==> src/rtl/regfile_writeback.sv <==
// Integer register file with a one-entry pending-write stage and optional read bypass.
// Writes are readable one cycle later with BYPASS=1 and two with BYPASS=0; there is no backpressure and no stall.
module regfile_writeback #(
  parameter int XLEN    = 32,
  parameter bit BYPASS  = 1'b1,
  parameter int COUNT_W = 32
) (
  input  logic               clock,
  input  logic               reset,
  input  logic               rdWriteEnable,
  input  logic [4:0]         rdAddress,
  input  logic [XLEN-1:0]    rd,
  input  logic [4:0]         rs1Address,
  input  logic [4:0]         rs2Address,
  output logic [XLEN-1:0]    rs1,
  output logic [XLEN-1:0]    rs2,
  output logic               pendingValid,
  output logic [COUNT_W-1:0] writeCount
);

  logic [XLEN-1:0]    r_regs [1:31];
  logic               r_pending_vld;
  logic [4:0]         r_pending_addr;
  logic [XLEN-1:0]    r_pending_dat;
  logic [COUNT_W-1:0] r_write_count;

  logic               w_capture;
  logic [XLEN-1:0]    w_rs1_dat;
  logic [XLEN-1:0]    w_rs2_dat;

  // x0 writes are dropped here so the pending entry never targets an unstored index.
  assign w_capture = rdWriteEnable && (rdAddress != 5'd0);

  always_ff @(posedge clock) begin
    if (!reset) begin
      for (int i = 1; i < 32; i++) begin
        r_regs[i] <= '0;
      end
      r_pending_vld  <= 1'b0;
      r_pending_addr <= 5'd0;
      r_pending_dat  <= '0;
      r_write_count  <= '0;
    end else begin
      r_pending_vld <= w_capture;
      if (w_capture) begin
        r_pending_addr <= rdAddress;
        r_pending_dat  <= rd;
      end
      if (r_pending_vld) begin
        r_regs[r_pending_addr] <= r_pending_dat;
        r_write_count          <= r_write_count + COUNT_W'(1);
      end
    end
  end

  always_comb begin
    w_rs1_dat = '0;
    if (rs1Address != 5'd0) begin
      if (BYPASS && r_pending_vld && (r_pending_addr == rs1Address)) begin
        w_rs1_dat = r_pending_dat;
      end else begin
        w_rs1_dat = r_regs[rs1Address];
      end
    end
  end

  always_comb begin
    w_rs2_dat = '0;
    if (rs2Address != 5'd0) begin
      if (BYPASS && r_pending_vld && (r_pending_addr == rs2Address)) begin
        w_rs2_dat = r_pending_dat;
      end else begin
        w_rs2_dat = r_regs[rs2Address];
      end
    end
  end

  assign rs1          = w_rs1_dat;
  assign rs2          = w_rs2_dat;
  assign pendingValid = r_pending_vld;
  assign writeCount   = r_write_count;

endmodule
==> config.mk <==
export PLATFORM = sky130hd
export DESIGN_NAME = regfile_writeback
export DESIGN_NICKNAME = d
export VERILOG_FILES = /design/src/rtl/regfile_writeback.sv
export SDC_FILE = /design/constraint.sdc
export NUM_CORES = 2
export LEC_CHECK = 0
export BUFFER_PORTS_ARGS = -buffer_cell sky130_fd_sc_hd__buf_2
export CAP_MARGIN = 20
export CORE_MARGIN = 2
export CORE_UTILIZATION = 53
export DETAILED_ROUTE_END_ITERATION = 12
export PLACE_DENSITY_LB_ADDON = 0.1
export SYNTH_ARGS = -nofsm -noshare
export SYNTH_HDL_FRONTEND = slang
export SYNTH_SLANG_ARGS = --single-unit
==> constraint.sdc <==
create_clock -name clock -period 4 [get_ports clock]
set_input_delay 0.4 -clock clock [delete_from_list [all_inputs] [get_ports clock]]
set_output_delay 0.4 -clock clock [all_outputs]
set_load 0.01 [all_outputs]
==> flow_summary_export.csv <==
group,metric,value,unit
clock_tree,post_cts_resized,0,
die,rows,121,
timing,holdWs,0.0726,ns
worst_setup_path,critPathLaunch,"r_pending_addr[3]$_SDFFE_PN0P_",
place,gp_congestion,0.871,
cells_and_area,drive_gt1_frac,0.262,
worst_setup_path,r2r_slack,1.10,ns
timing,maxSlewHeadroom,0.276,
drt,first_pass_iters,6,
grt,grt_max_degree,62,
die,dieHeight,336,um
synth,synthXorXnorAreaFrac,0.00465,
synth,synth_nets,4134,
synth,ys_seq_elements,1094,
synth,synth-adder-area-share,0.000214,
synth,synth_compound_area_frac,0.0511,
cells_and_area,syn_to_final_growth,14.6,%
clock_tree,clock_sinks,1094,
clock_tree,cts_tree,"done",
worst_setup_path,cp_slowest_cell,"a32oi_1",
timing,tightest_slew,1.09,ns
cells_and_area,finalInstanceArea,66900,sq um
place,place_area,62200,sq um
synth,syn_area_per_cell,14.3,sq um
grt,grt_pass1_wl,293000,um
die,die_w,336,um
worst_setup_path,cpPeakStageDelay,0.79,ns
worst_setup_path,worstPathCellList,"xnor2_1 -> and4_1 -> a21oi_1 -> buf_4 -> a32oi_1 -> o32ai_1 -> buf_2",
cells_and_area,seq_area,32200,sq um
clock_tree,cts-root-buf,"clkbuf_16",
clock_tree,htreeDepth,3,
timing,min_period,3.82,ns
synth,synth_edf_count,1024,
timing,post-route-period-util,0.955,
synth,syn-cell-area,58400,sq um
timing,setup_viol,0,
synth,yosysSeqAreaShare,0.550,
drt,routed_wl,210000,um
power_and_ir_drop,seqPwrFrac,0.465,
power_and_ir_drop,p_clk_frac,0.418,
power_and_ir_drop,ir_drop,0.357,mV
grt,grtUsageMet2,0.580,
power_and_ir_drop,leakage,24.4,nW
worst_setup_path,crit_end,"rs1[6]",
drt,drtIter0Drc,6058,
grt,busiest_layer,"met2",
worst_setup_path,r2r.worst_path.cells,3,
place,port-buffer-count,146,
outcome,outcome,"complete, no violations",
worst_setup_path,cp_max_fo,11,
drt,via_count,39600,
clock_tree,clock_latency,0.73,ns
die,design.die.area,113000,sq um
worst_setup_path,worst_ep_required_time,3.60,ns
place,dp_cells,5527,
power_and_ir_drop,switching_share,0.248,
worst_setup_path,r2r_end,"r_regs[21][11]$_SDFFCE_PN0P_",
grt,grt_overflow,0,
cells_and_area,fill_cells,8246,
die,start_util,0.535,
power_and_ir_drop,power_density,422,nW/um^2
timing,max_freq,0.262,GHz
synth,synth_top_family_by_area,"multiplexers",
grt,use_met1,0.498,
timing,drv_slew,0,
die,fp.coreArea,109000,sq um
timing,finalSetupTns,0,ns
clock_tree,cts.clk_slew.worst_paths,0.07,ns
synth,synthMuxAreaShare,0.223,
drt,drc,0,
synth,ys_async_sr_fraction,0,
clock_tree,numCtsBuffers,119,
synth,yosysWarnings,0,
worst_setup_path,critPathCaptureType,"primary output",
drt,ant_nets,0,
cells_and_area,fin_cells,5799,
synth,syn-instance-count,4083,
worst_setup_path,startpoint_type,"flop",
timing,hold_viol,0,
min_path,worstHoldPathCells,3,
power_and_ir_drop,power.internal,21.2,mW
timing,rsz0062_at_grt,"no",
grt,first_global_vias,39000,
power_and_ir_drop,pwr-share-comb,0.117,
power_and_ir_drop,p_switching,6.99,mW
drt,routedWlPerCell,36.1,um
grt,grt_usage,0.373,
cells_and_area,final_core_util,0.613,
grt,met3_usage,0.0885,
drt,via_per_inst,6.83,
place,dp_hpwl,121000,um
cells_and_area,fin_nets,4269,
timing,final.setup_skew,0.0374,ns
min_path,hp-class,"input pin to flop",
synth,yosys.area_share.simple,0.136,
die,num_io_pins,147,
cells_and_area,multi_input_area,24900,sq um
synth,synth.distinct_cells,67,
clock_tree,cts_buffer_depth,3,
worst_setup_path,critical_path_class,"flop to primary output",
worst_setup_path,arrival,3.42,ns
synth,ys.flop_type,"edfxtp_1",
grt,grt_antenna_before_repair,3,
worst_setup_path,r2r-start,"r_pending_addr[2]$_SDFFE_PN0P_",
job,max_cap_violations,0,
state kept, by name, summed over array words and instances, names as in the netlist:
register / flops
writeCount: 32
r_pending_addr: 5
pendingValid: 1
r_regs: 1024
r_pending_dat: 32
final cells by class:
| class | instances | area share |
|---|---|---|
| Sequential cell | 1094 | 0.480 |
| Multi-Input combinational cell | 2552 | 0.372 |
| Timing Repair Buffer | 439 | 0.0568 |
| Clock buffer | 159 | 0.0488 |
| Tap cell | 1476 | 0.0276 |
| Clock inverter | 65 | 0.0134 |
| Inverter | 12 | 0.000673 |
| Antenna cell | 2 | 0.0000748 |
critical path: cells and delay by family (launching register included):
| family | cells | cell delay (ns) |
|---|---|---|
| DFF | 1 | 0.66 |
| AOI/OAI and AO/OA | 3 | 1.13 |
| buffers and inverters | 2 | 0.42 |
| xor gates and xnor gates | 1 | 0.21 |
| and+or+nand+nor | 1 | 0.28 |
synth_stat cells, drive strengths merged, types with 10 or more instances:
cell type / instances / area (sq um)
edfxtp: 1024 / 30700
and2: 998 / 6240
mux4: 451 / 10200
clkbuf: 303 / 1140
mux2i: 284 / 2840
buf: 122 / 847
nand2: 119 / 447
nor2: 102 / 383
o21ai: 96 / 480
a21oi: 91 / 455
a221oi: 81 / 709
dfxtp: 70 / 1400
a221o: 32 / 320
o22ai: 23 / 144
xnor2: 23 / 201
a22oi: 19 / 143
nor2b: 18 / 113
nand3: 17 / 95.1
nor3: 15 / 75.1
a211oi: 13 / 97.6
a32oi: 13 / 114
nand3b: 13 / 97.6
inv: 11 / 41.3
or2: 11 / 68.8
o2bb2ai: 10 / 87.6
stage by stage:
stage	total power [mW]	setup slack [ns]
floorplan	15.1	0.0129
global placement	16.5	0.318
detailed placement	16.5	0.337
CTS	28.2	0.273
global route	28.8	0.0611
finish	28.2	0.179
layout by cell type, fill, tap and decap left out, drive strengths merged, types with 9 or more instances in the layout:
master,n
edfxtp,1024
and2,998
mux4,451
buf,399
mux2i,284
clkbuf,159
nand2,119
nor2,102
o21ai,96
a21oi,91
a221oi,81
dfxtp,70
dlygate4sd3,40
clkinv,37
a221o,32
xnor2,23
o22ai,23
bufinv,21
a22oi,19
nor2b,18
nand3,17
inv,17
nor3,15
nand3b,13
a32oi,13
a211oi,13
or2,11
o2bb2ai,10
nand4,9
o211a,9
or3,9
nor4,9
metal layers:
layer	routed length, um	share of wire
met1	76500	0.36
met2	96400	0.46
met3	25200	0.12
met4	11400	0.054
met5	19	0.000091
repair_timing:
action,in CTS,in global routing
endpoints found under the hold margin,35,0
hold buffers,40,0
setup buffers,0,0
logic make-up (layout without fill, tap and decap cells):
group / after synthesis / after routing
other cells: 0 / 2
compound gates: 429 / 429
buf+inv: 437 / 675
mux: 736 / 736
fa+ha+maj: 1 / 1
xor+xnor: 31 / 31
simple gates: 1355 / 1355
flops: 1094 / 1094
worst min path at each step:
stage,startpoint,end,slack (ns)
finish,rd[12],r_pending_dat[12]$_SDFFE_PN0P_,0.07
global route,rd[19],r_pending_dat[19]$_SDFFE_PN0P_,0.04
CTS,rd[12],r_pending_dat[12]$_SDFFE_PN0P_,0.03
detailed placement,r_pending_dat[22]$_SDFFE_PN0P_,r_pending_dat[22]$_SDFFE_PN0P_,0.46
global placement,r_pending_dat[22]$_SDFFE_PN0P_,r_pending_dat[22]$_SDFFE_PN0P_,0.44
floorplan,writeCount[31]$_SDFFE_PN0P_,writeCount[31]$_SDFFE_PN0P_,0.49
power by group through the flow:
stage	combinational [mW]	clock, mW	sequential [mW]
after floorplan	1.86	0	13.3
after global placement	3.14	0	13.3
after detailed placement	3.15	0	13.4
after CTS	3.19	11.8	13.1
after global routing	3.38	12.3	13.2
final	3.29	11.8	13.1
Power figures use the tool's default switching activity.
